## config.mk

```make
export PLATFORM = sky130hd
export DESIGN_NAME = pc_unit
export DESIGN_NICKNAME = d
export VERILOG_FILES = /design/src/rtl/cpu_pkg.sv /design/src/rtl/pc_half_adder.sv /design/src/rtl/pc_unit.sv
export SDC_FILE = /design/constraint.sdc
export NUM_CORES = 1
export LEC_CHECK = 0
export CAP_MARGIN = 10
export CORE_MARGIN = 2
export CORE_UTILIZATION = 35
export CTS_CLUSTER_DIAMETER = 30
export CTS_CLUSTER_SIZE = 14
export DETAILED_ROUTE_END_ITERATION = 12
export PLACE_DENSITY = 0.67
export SYNTH_ARGS = -nofsm -noshare
export SYNTH_HDL_FRONTEND = slang
export SYNTH_SLANG_ARGS = --single-unit
```

## constraint.sdc

```tcl
create_clock -name clk -period 6.55 [get_ports clk]
set_input_delay 1.31 -clock clk [delete_from_list [all_inputs] [get_ports clk]]
set_output_delay 1.31 -clock clk [all_outputs]
set_load 0.01 [all_outputs]
```

## src/rtl/cpu_pkg.sv

```systemverilog
// Shared CPU definitions: bus widths, PC sequencing states and bus-strobe bit positions
// used by the program counter and the control sequencer.
package cpu_pkg;

   localparam int unsigned CPU_DATA_W = 8;
   localparam int unsigned CPU_ADDR_W = 16;
   localparam logic [15:0] CPU_RESET_VEC = 16'h0000;

   typedef enum logic [1:0] {
      IDLE   = 2'd0,
      FIX_UP = 2'd1,
      FIX_DN = 2'd2
   } pc_state_t;

   // Bit positions of the PC bus-drive strobes within the sequencer's strobe word.
   localparam int unsigned STB_PCL_DB  = 0;
   localparam int unsigned STB_PCH_DB  = 1;
   localparam int unsigned STB_PCL_ABL = 2;
   localparam int unsigned STB_PCH_ABH = 3;
   localparam int unsigned STB_W       = 4;

endpackage

```

## src/rtl/pc_half_adder.sv

```systemverilog
// DATA_W+1-bit adder: unsigned PC half plus sign-extended offset, returning the low
// DATA_W bits and the unsigned carry out of bit DATA_W-1.
module pc_half_adder
   import cpu_pkg::*;
#(
   parameter int unsigned DATA_W = CPU_DATA_W
) (
   input  logic [DATA_W-1:0] i_a,
   input  logic [DATA_W-1:0] i_b,
   output logic [DATA_W-1:0] o_sum,
   output logic              o_carry
);

   logic [DATA_W:0] w_sum;

   assign w_sum = {1'b0, i_a} + {i_b[DATA_W-1], i_b};
   assign o_sum = w_sum[DATA_W-1:0];
   // The sign-extension bit flips the top bit, so undo it to recover the plain carry.
   assign o_carry = w_sum[DATA_W] ^ i_b[DATA_W-1];

endmodule

```

## src/rtl/pc_unit.sv

```systemverilog
// Program counter split into low/high halves: increment, per-half load, and relative
// branch with a one-cycle high-half fix-up when the branch leaves the current page.
module pc_unit
   import cpu_pkg::*;
#(
   parameter int unsigned DATA_W = CPU_DATA_W,
   parameter int unsigned ADDR_W = CPU_ADDR_W,
   parameter logic [ADDR_W-1:0] RESET_VEC = ADDR_W'(CPU_RESET_VEC)
) (
   input  logic                     clk,
   input  logic                     rst,
   input  logic                     i_pci,
   input  logic                     i_br,
   input  logic                     i_abl_pcl,
   input  logic                     i_abh_pch,
   input  logic                     i_pcl_db,
   input  logic                     i_pch_db,
   input  logic                     i_pcl_abl,
   input  logic                     i_pch_abh,
   input  logic [DATA_W-1:0]        i_db_in,
   input  logic [DATA_W-1:0]        i_abl_in,
   input  logic [ADDR_W-DATA_W-1:0] i_abh_in,
   output logic [ADDR_W-1:0]        o_pc,
   output logic [DATA_W-1:0]        o_db_out,
   output logic                     o_db_oe,
   output logic [DATA_W-1:0]        o_abl_out,
   output logic                     o_abl_oe,
   output logic [ADDR_W-DATA_W-1:0] o_abh_out,
   output logic                     o_abh_oe,
   output logic                     o_busy,
   output logic                     o_page_cross
);

   localparam int unsigned HI_W = ADDR_W - DATA_W;

   logic [DATA_W-1:0] r_pcl, w_pcl_d;
   logic [HI_W-1:0]   r_pch, w_pch_d;
   pc_state_t         r_state, w_state_d;

   logic [DATA_W-1:0] w_br_sum;
   logic              w_br_carry;
   logic              w_off_neg;
   logic [ADDR_W-1:0] w_pc_inc;

   pc_half_adder #(
      .DATA_W (DATA_W)
   ) u_br_add (
      .i_a     (r_pcl),
      .i_b     (i_db_in),
      .o_sum   (w_br_sum),
      .o_carry (w_br_carry)
   );

   assign w_off_neg = i_db_in[DATA_W-1];
   assign w_pc_inc  = {r_pch, r_pcl} + ADDR_W'(1);

   always_ff @(posedge clk) begin
      if (rst) begin
         r_pcl   <= RESET_VEC[DATA_W-1:0];
         r_pch   <= RESET_VEC[ADDR_W-1:DATA_W];
         r_state <= IDLE;
      end else begin
         r_pcl   <= w_pcl_d;
         r_pch   <= w_pch_d;
         r_state <= w_state_d;
      end
   end

   always_comb begin
      w_pcl_d   = r_pcl;
      w_pch_d   = r_pch;
      w_state_d = r_state;
      unique case (r_state)
         IDLE: begin
            if (i_abl_pcl || i_abh_pch) begin
               if (i_abl_pcl) w_pcl_d = i_abl_in;
               if (i_abh_pch) w_pch_d = i_abh_in;
            end else if (i_br) begin
               w_pcl_d = w_br_sum;
               // Leaving the page needs a second cycle to step the high half.
               if (!w_off_neg && w_br_carry) begin
                  w_state_d = FIX_UP;
               end else if (w_off_neg && !w_br_carry) begin
                  w_state_d = FIX_DN;
               end
            end else if (i_pci) begin
               {w_pch_d, w_pcl_d} = w_pc_inc;
            end
         end
         FIX_UP: begin
            w_pch_d   = r_pch + HI_W'(1);
            w_state_d = IDLE;
         end
         FIX_DN: begin
            w_pch_d   = r_pch - HI_W'(1);
            w_state_d = IDLE;
         end
         default: w_state_d = IDLE;
      endcase
   end

   assign o_pc         = {r_pch, r_pcl};
   assign o_busy       = (r_state != IDLE);
   assign o_page_cross = (r_state != IDLE);

   always_comb begin
      o_db_out = '0;
      if (i_pcl_db) begin
         o_db_out = r_pcl;
      end else if (i_pch_db) begin
         o_db_out = DATA_W'(r_pch);
      end
   end

   assign o_db_oe   = i_pcl_db | i_pch_db;
   assign o_abl_out = r_pcl;
   assign o_abl_oe  = i_pcl_abl;
   assign o_abh_out = r_pch;
   assign o_abh_oe  = i_pch_abh;

endmodule

```

==> flow_summary.json <==
{
  "hold_class": "reg -> reg",
  "critPathLaunchType": "primary input",
  "cts_setup_buffers": 0,
  "rsz0062_at_grt": "false",
  "synthesis.area_sq_um": 2370,
  "syn_avg_cell_area_sq_um": 7.02,
  "fp.dieH_microns": 86.3,
  "wl_per_cell_microns": 15.0,
  "worst_pin_slew_ns": 0.935,
  "fin_skew_ns": 0.00879,
  "crit_type": "in -> out",
  "hold_start": "r_state[0]",
  "drv_cap": 0,
  "cp-end-kind": "output port",
  "crit_start": "i_pcl_db",
  "crit_fanout": 17,
  "grt_pass1_vias": 2328,
  "rr_worst_depth": 13,
  "cts_tree": "built",
  "clkTransAtPathRegs_ns": 0.08,
  "routed_wl_microns": 6780,
  "dp_slack_ns": 2.27,
  "critPathBufInv": 2,
  "critPathTopFamily": "buffers and inverters",
  "clock_power_share": 0.185,
  "antenna_cells": 0,
  "antenna_found_initial": 0,
  "period_share": 0.654,
  "ys_ff_latch": 18,
  "setup_violations": 0,
  "synthFlopType": "dfxtp_1",
  "start_util": 0.355,
  "fin_tns_setup_ns": 0,
  "hold_viol_final": 0,
  "arrival_ns": 2.97,
  "grt.overflow.total": 0,
  "ys_async_sr_fraction": 0,
  "cts.root.buffer_cell": "clkbuf_8",
  "crit_cells": 3,
  "cts_buffers": 3,
  "grt_max_degree": 26,
  "drt_iter0_markers": 119,
  "grt_pass1_wl_microns": 11200,
  "max_freq_mhz": 234,
  "drc_errors": 0,
  "clk_path_buf_depth": 2,
  "period_minus_slack_ns": 4.28,
  "crit_top_cell": "clkdlybuf4s50_1",
  "dp_hpwl_microns": 5020,
  "via_per_inst": 5.68,
  "comb_power_share": 0.479,
  "die_area_sq_um": 7450,
  "endpoint": "o_db_out[6]",
  "htree_levels": 1,
  "num_rows": 30,
  "insertion_delay_ns": 0.27,
  "switching_share": 0.387,
  "gp_congestion": 0.856,
  "synth_cells": 338,
  "leakage_nw": 1.08,
  "r2r-start": "o_abl_out[0]",
  "n_fill_cell": 691,
  "r2r_setup_slack_ns": 3.49,
  "power_frac_seq": 0.336,
  "seq_area_frac_synth": 0.152,
  "path_cells": "clkdlybuf4s50_1 -> o21ai_0 -> clkdlybuf4s50_1",
  "vias": 2568,
  "synth_cell_types": 51,
  "port_buffers": 74,
  "drv_slew": 0,
  "peakVddDrop_v": 0.0000664,
  "io_pins": 79,
  "p_per_area_nw_per_um2": 149,
  "die_w_microns": 86.3,
  "switching_power_mw": 0.173,
  "drtPass1Iterations": 4,
  "ctsHoldBuffers": 0,
  "cts.repair.resized": 0,
  "grt_use_total": 0.182,
  "cp_slowest_cell": "clkdlybuf4s50_1",
  "max_stage_delay_ns": 0.66,
  "yosys_warnings": 0,
  "nNetsFinal": 423,
  "max_slew_margin": 0.374,
  "clkSinkCount": 18,
  "worstPathRequired_ns": 5.24,
  "internal_power_mw": 0.274,
  "outcome": "finished, final reports clean",
  "drive_gt1_frac": 0.0296,
  "setup_slack_ns": 2.27,
  "synth_edf_count": 0,
  "areaGrowthSynthToFinish_pct": 26.5,
  "core_region_area_sq_um": 6680,
  "rr_endpoint": "r_state[1]",
  "syn_nets": 387,
  "antenna_left": 0
}
## layout by cell type, fill, tap and decap left out, drive strengths merged, types with 2 or more instances in the layout
master          n
clkbuf          3
ha             14
or2             2
mux2            2
clkdlybuf4s50  74
mux2i          10
o22ai           3
o31a            2
nand2b          4
nor3           17
a21o            3
inv            14
a211oi          8
o21a            3
nand3          10
nand2          37
nand3b          2
nor3b           2
a21oi          22
xnor2          12
o21ai          25
nor2b           3
o211ai         12
dfxtp          18
a311oi          3
or3             3
xor2            5
nor2           24
and3            4
and4b           2
nor4            7
nand4           4
a211o           4
o31ai           2
## kinds of logic after synthesis
family	synth area share
xor gates and xnor gates	0.0628
buffers and inverters	0.132
AOI/OAI and AO/OA	0.257
adders and majority gates	0.0823
muxes	0.0533
and+or+nand+nor	0.261
DFF	0.152
## tightest hold or removal path, cell delays in order, from the launching register on
cell,delay (ns)
dfxtp_1,0.34
mux2i_1,0.07
nor2_1,0.08
## registers in the layout (all words and copies together), names as in the netlist
register,count
o_abh_out,8
o_abl_out,8
r_state,2
## Yosys cell counts, drive strengths merged, types with 2 or more instances
library cell	number	area, sq um
o31ai	2	15.0
o21ai	25	125
a311oi	3	26.3
nand2	37	139
nor4	7	43.8
buf	25	189
nor3	17	85.1
nand4	4	25.0
and4b	2	20.0
inv	14	52.6
or3	3	18.8
xor2	5	43.8
a21o	3	22.5
clkbuf	19	71.3
nand2b	4	25.0
ha	14	175
nor3b	2	15.0
a21oi	22	110
nor2	24	90.1
or2	2	12.5
nand3	10	50.1
xnor2	12	105
mux2	2	26.3
nor2b	3	18.8
mux2i	10	100
o22ai	3	18.8
dfxtp	18	360
a211oi	8	65.1
a211o	4	35.0
o211ai	12	90.1
o31a	2	17.5
nand3b	2	15.0
and3	4	25.0
o21a	3	22.5
## final cells by class
type,instances,area [sq um],area share
repair buffers,75,748,0.249
flip-flops and latches,18,360,0.120
clock buffers,3,41.3,0.0138
multi-input cells,262,1700,0.566
well taps,80,100,0.0333
inverters,14,52.6,0.0175
## per-stage QoR
| stage | instance area [sq um] | utilization | hold slack (ns) | std cells | total power [mW] |
|---|---|---|---|---|---|
| global placement | 2960 | 0.443 | 0.485 | 449 | 0.361 |
| floorplan | 2370 | - | 0.460 | 338 | 0.288 |
| CTS | 3000 | 0.449 | 0.532 | 452 | 0.447 |
| detailed placement | 2960 | 0.443 | 0.512 | 449 | 0.365 |
| global route | 3000 | 0.449 | 0.546 | 452 | 0.475 |
| finish | 3000 | 0.449 | 0.526 | 452 | 0.447 |
## power by group through the flow
stage               logic, mW  clock network, mW  registers, mW
floorplan               0.147                  0          0.141
global route            0.236             0.0849          0.154
global placement        0.209                  0          0.152
detailed placement      0.213                  0          0.153
finish                  0.214             0.0827          0.150
CTS                     0.214             0.0837          0.150
## worst min-delay path by stage
stage | end | slack (ns) | cells after the start
3_3_place_gp | r_state[0] | 0.48 | 2
5_1_grt | r_state[0] | 0.55 | 2
4_1_cts | r_state[0] | 0.53 | 2
3_5_place_dp | r_state[0] | 0.51 | 2
6_report | r_state[0] | 0.53 | 2
2_1_floorplan | r_state[0] | 0.46 | 2
## layer usage
metal	GRT usage	share of wire	vias up
li1	-	-	1268
met1	0.254	0.46	1206
met2	0.295	0.46	87
met3	0.0171	0.062	7
met4	0.0554	0.015	0
met5	0	0	-
No activity file was read; power rests on OpenSTA's default activity.
